<file path="src/rtl/maj_fold_sched.sv">
// rtl/maj_fold_sched.sv - folded majority/threshold scheduler (optional MAJ_FOLD_EARLY_EXIT_EN)
// Counts one CHUNK-bit slice of the captured vote vector per cycle and reports popcount >= THRESH.
module maj_fold_sched #(
    parameter int N      = 41,
    parameter int CHUNK  = 8,
    parameter int THRESH = (N + 1) / 2,
    localparam int NCHUNK = (N + CHUNK - 1) / CHUNK,
    localparam int CW     = $clog2(N + 1)
) (
    input  logic          clk,
    input  logic          rst_n,
    input  logic          in_valid,
    output logic          in_ready,
    input  logic [N-1:0]  in_data,
    output logic          out_valid,
    input  logic          out_ready,
    output logic          out_y,
    output logic [CW-1:0] out_count,
`ifdef MAJ_FOLD_EARLY_EXIT_EN
    output logic          early_exit,
`endif
    output logic          busy
);
    localparam int IW   = (NCHUNK > 1) ? $clog2(NCHUNK) : 1;
    localparam int PW   = $clog2(CHUNK + 1);
    localparam int PADW = NCHUNK * CHUNK;

    typedef enum logic [1:0] {S_IDLE, S_ACCUM, S_DONE} state_t;

    state_t          state_q, state_d;
    logic [N-1:0]    vec_q, vec_d;
    logic [CW-1:0]   acc_q, acc_d;
    logic [IW-1:0]   idx_q, idx_d;
    logic            early_q, early_d;

    logic [PADW-1:0] vec_pad;
    logic [CHUNK-1:0] chunk;
    logic [PW-1:0]   pc;
    logic [CW-1:0]   acc_sum;
    logic            last_chunk;

    // Bits past N in the final slice are zero padding and never count.
    always_comb begin
        vec_pad        = '0;
        vec_pad[N-1:0] = vec_q;
        chunk          = vec_pad[idx_q*CHUNK +: CHUNK];
        pc             = '0;
        for (int i = 0; i < CHUNK; i++) begin
            pc = pc + PW'(chunk[i]);
        end
        acc_sum    = acc_q + CW'(pc);
        last_chunk = (idx_q == IW'(NCHUNK - 1));
    end

`ifdef MAJ_FOLD_EARLY_EXIT_EN
    logic [31:0] counted, remaining, acc_ext;
    logic        decided;

    // Stop once the outcome can no longer change: threshold reached, or unreachable with the bits left.
    always_comb begin
        counted   = (32'(idx_q) + 32'd1) * 32'(CHUNK);
        remaining = (counted >= 32'(N)) ? 32'd0 : (32'(N) - counted);
        acc_ext   = 32'(acc_sum);
        decided   = (acc_ext >= 32'(THRESH)) || ((acc_ext + remaining) < 32'(THRESH));
    end
`endif

    always_ff @(posedge clk or negedge rst_n) begin
        if (!rst_n) begin
            state_q <= S_IDLE;
            vec_q   <= '0;
            acc_q   <= '0;
            idx_q   <= '0;
            early_q <= 1'b0;
        end else begin
            state_q <= state_d;
            vec_q   <= vec_d;
            acc_q   <= acc_d;
            idx_q   <= idx_d;
            early_q <= early_d;
        end
    end

    always_comb begin
        state_d = state_q;
        vec_d   = vec_q;
        acc_d   = acc_q;
        idx_d   = idx_q;
        early_d = early_q;
        case (state_q)
            S_IDLE: begin
                if (in_valid) begin
                    vec_d   = in_data;
                    acc_d   = '0;
                    idx_d   = '0;
                    early_d = 1'b0;
                    state_d = S_ACCUM;
                end
            end
            S_ACCUM: begin
                acc_d = acc_sum;
                idx_d = idx_q + 1'b1;
                if (last_chunk) begin
                    state_d = S_DONE;
                end
`ifdef MAJ_FOLD_EARLY_EXIT_EN
                else if (decided) begin
                    state_d = S_DONE;
                    early_d = 1'b1;
                end
`endif
            end
            S_DONE: begin
                if (out_ready) begin
                    state_d = S_IDLE;
                end
            end
            default: state_d = S_IDLE;
        endcase
    end

    always_comb begin
        in_ready  = (state_q == S_IDLE);
        busy      = (state_q != S_IDLE);
        out_valid = (state_q == S_DONE);
        out_count = (state_q == S_DONE) ? acc_q : '0;
        out_y     = (state_q == S_DONE) && (acc_q >= CW'(THRESH));
`ifdef MAJ_FOLD_EARLY_EXIT_EN
        early_exit = (state_q == S_DONE) && early_q;
`endif
    end
endmodule

</file>
<file path="config.mk">
export PLATFORM = sky130hd
export DESIGN_NAME = maj_fold_sched
export DESIGN_NICKNAME = d
export VERILOG_FILES = /design/src/rtl/maj_fold_sched.sv
export SDC_FILE = /design/constraint.sdc
export NUM_CORES = 1
export LEC_CHECK = 0
export BUFFER_PORTS_ARGS = -buffer_cell sky130_fd_sc_hd__buf_2
export CAP_MARGIN = 20
export CORE_ASPECT_RATIO = 0.5
export CORE_MARGIN = 3
export CORE_UTILIZATION = 27
export CTS_BUF_LIST = sky130_fd_sc_hd__clkbuf_16
export DETAILED_ROUTE_END_ITERATION = 7
export PLACE_DENSITY = 0.43
export REMOVE_ABC_BUFFERS = 1
export SLEW_MARGIN = 10
export SYNTH_ARGS = -nofsm -noshare
export SYNTH_HDL_FRONTEND = slang
export SYNTH_SLANG_ARGS = --single-unit
</file>
<file path="constraint.sdc">
create_clock -name clk -period 3.7 [get_ports clk]
set_input_delay 0 -clock clk [delete_from_list [all_inputs] [get_ports clk]]
set_output_delay 0 -clock clk [all_outputs]
set_load 0.01 [all_outputs]
</file>
==> impl_metrics.csv <==
group,metric,value,unit
placed_design,globalplace.congestion,0.7568,
floorplan,die_x,147.5,um
power_and_ir_drop,leakage,1.957,nW
worst_setup_path,critPathMostFrequentCell,"fa_1",
sta,worst_pin_slew,0.7969,ns
worst_setup_path,max_stage_delay,0.52,ns
logic_synthesis,yosys_warnings,0,
worst_setup_path,crit_chain,"mux4_2 > mux2i_2 > fa_1 > inv_2 > fa_1 > inv_1 > fa_1 > fa_2 > fa_2 > nor2b_1 > o21a_1 > o21ai_2 > mux2i_1",
worst_setup_path,reg2reg_to,"acc_q[4]",
worst_setup_path,ff2ff_path_depth,13,
global_routing,antenna_found_initial,0,
logic_synthesis,yosys_register_bits,52,
routing,top_layer_used,"met4",
sta,fmax,258.3,MHz
run_status,violations,"setup timing",
run_status,status,"finished with violations",
final_layout,final_cell_count_no_fill,551,
logic_synthesis,ys_types,27,
final_layout,nets,473,
clock_tree,clock_latency,0.29,ns
logic_synthesis,syn-cell-area,2703,um^2
clock_tree,htree_num_levels,2,
power_and_ir_drop,vdd_drop_max,637.6,uV
sta,setup_slack,-0.1720,ns
clock_tree,clockRootBuffer,"clkbuf_16",
routing,vias_per_cell,4.203,
run,cap_violations,0,
logic_synthesis,yosysTopAreaCell,"dfrtp_1",
placed_design,hpwl,4815,um
worst_setup_path,crit_required,3.87,ns
routing,met3_length,331,um
routing,wire_per_inst,12.03,um
routing,drt_wl_total,6629,um
logic_synthesis,syn_avg_cell_area,8.690,um^2
clock_tree,cts_tree,"done",
worst_setup_path,cp_slowest_cell,"mux4_2",
routing,post-route-drc-count,0,
floorplan,die_h,76.75,um
logic_synthesis,synth_cells,311,
global_routing,grt_pass1_wl,11240,um
final_layout,drive_gt1_share,22.60,%
final_layout,syn2layout_area_growth,40.79,%
sta,maxSlewHeadroom,46.74,%
clock_tree,cts_max_path_buffers,2,
floorplan,die_area,11320,um^2
global_routing,grt_pass1_vias,2285,
clock_tree,cts.clk_slew.worst_paths,0.07,ns
final_layout,antenna-diode-count,0,
placed_design,numPortBuffers,54,
worst_setup_path,startpoint,"idx_q[0]",
worst_setup_path,rrSetupSlack,-0.17,ns
routing,first_pass_iters,4,
placed_design,placed_cells,498,
sta,finalHoldViolations,0,
floorplan,rows,25,
routing,wl_met1,3461,um
worst_setup_path,critPathArrivalTime,4.04,ns
sta,drv_slew,0,
sta,rsz0062_at_grt,"true",
floorplan,io_pins,55,
worst_hold_path,worstHoldPathType,"in2async",
logic_synthesis,synth_top_area_share,48.15,%
clock_tree,cts_sinks,52,
worst_setup_path,r2r-start,"idx_q[0]",
global_routing,grt_use_total,12.18,%
worst_setup_path,crit_path_end_kind,"flip-flop",
worst_setup_path,cp-start-kind,"flip-flop",
clock_tree,numCtsBuffers,5,
global_routing,grt-ovfl-total,0,
floorplan,initial_core_util,28.14,%
sta,layout_min_cycle_time,3.872,ns
worst_setup_path,crit_path_end,"acc_q[4]",
floorplan,core,9603,um^2
placed_design,pre_cts_ws,-0.3595,ns
logic_synthesis,synth_area_leaders,"dfrtp_1 (48%), nand2_1 (19%), mux2i_1 (5.2%)",
routing,met2_length,2779,um
routing,drt_iter0_drc,93,
power_and_ir_drop,power.density,1051,nW/um^2
sta,setup_viol,3,
routing,num_vias,2316,
routing,postRouteAntennaNets,0,
sta,skew,0.007396,ns
worst_setup_path,cp_max_fo,4,
global_routing,grt_max_degree,53,
sta,period_share,104.6,%
logic_synthesis,yosysSeqAreaShare,48.15,%
worst_setup_path,worstSetupPathType,"reg2reg",
report_power, final:
part	leakage (nW)	internal [mW]	switching (mW)	total [mW]
clock	0.0856	0.319	0.203	0.522
sequential	0.648	0.852	0.172	1.02
combinational	1.22	1.17	1.28	2.45
total	1.96	2.34	1.66	4.00
layer usage:
layer	global-route usage, %	vias to the layer above
met2	17.66	45
met5	0	-
met3	2.774	5
met4	2.230	0
met1	18.55	1066
li1	-	1200
through the flow:
step / utilization [%] / hold WS, ns / instance area (um^2) / TNS, ns / total power, mW
after floorplan: - / -0.2956 / 2604 / -0.9431 / 2.386
after global placement: 32.86 / 0.1509 / 3156 / -0.5032 / 2.972
after detailed placement: 32.86 / 0.1614 / 3156 / -0.7001 / 3.048
after CTS: 39.22 / 0.3821 / 3766 / -0.1990 / 3.718
after global routing: 39.62 / 0.4274 / 3805 / -0.9463 / 4.397
final: 39.62 / 0.3536 / 3805 / -0.3296 / 3.999
critical path: cells and delay by family, from the launching register on:
kind / cells / cell delay (ns)
simple gates: 1 / 0.12
compound gates: 2 / 0.20
fa+ha+maj: 5 / 2.03
flops: 1 / 0.41
mux: 3 / 0.84
buf+inv: 2 / 0.15
cell usage after synthesis, drive strengths merged:
master / count
a21oi: 5
a22oi: 2
and2: 6
buf: 15
clkbuf: 2
dfrtp: 52
fa: 5
ha: 8
inv: 9
mux2: 4
mux2i: 14
mux4: 1
nand2: 137
nand2b: 4
nand3: 7
nor2: 9
nor2b: 4
o211ai: 1
o21a: 1
o21ai: 22
o22ai: 1
o31ai: 1
xor2: 1
layout by cell type (no fill, tap or decap), types with 5 or more instances in the layout:
| cell | netlist | routed |
|---|---|---|
| buf_2 | 7 | 54 |
| nor2_1 | 8 | 8 |
| dfrtp_1 | 52 | 52 |
| inv_1 | 9 | 9 |
| clkbuf_16 | 0 | 5 |
| o21ai_0 | 22 | 19 |
| nand2_1 | 137 | 137 |
| ha_1 | 8 | 8 |
| and2_1 | 6 | 6 |
| nand3_1 | 7 | 7 |
| mux2i_1 | 14 | 13 |
| buf_4 | 5 | 17 |
| dlygate4sd3_1 | 0 | 43 |
timing repair:
item,in CTS,in global routing
endpoints found under the hold margin,94,0
setup buffers,0,2
hold buffers,43,0
pin swaps,2,1
cloned,0,0
gates resized for setup,8,5
endpoints found under the setup margin,5,5
sequential cells by signal, summed over array words and instances (netlist names):
register	cells
acc_q	6
idx_q	3
state_q	2
vec_q	41
worst min path at each step:
stage                      from        end  slack [ns]  cells after the start
after floorplan           rst_n   acc_q[0]       -0.30                      0
after global placement    rst_n  vec_q[27]        0.15                      2
after detailed placement  rst_n  vec_q[13]        0.16                      2
after CTS                 rst_n  vec_q[17]        0.38                      3
after global routing      rst_n  vec_q[25]        0.43                      3
final                     rst_n  vec_q[17]        0.35                      3
logic make-up after synthesis:
kind of cell             Yosys count  synth area share [%]
AO/OA/AOI/OAI                     33                 6.621
XOR/XNOR                           1                0.3241
adder cells (fa/ha/maj)           13                 7.408
buffers and inverters             26                 4.908
flip-flops                        52                 48.15
multiplexers                      19                 7.685
AND/OR/NAND/NOR                  167                 24.91
final cells by class:
class                           count  area, um^2
Timing Repair Buffer              114       828.3
Inverter                            9       33.78
Clock buffer                        5       125.1
Clock inverter                      3       42.54
Fill cell                        1016        5798
Sequential cell                    52        1301
Multi-Input combinational cell    233        1305
Tap cell                          135       168.9
Note: power is estimated with default switching activity, not from simulation.
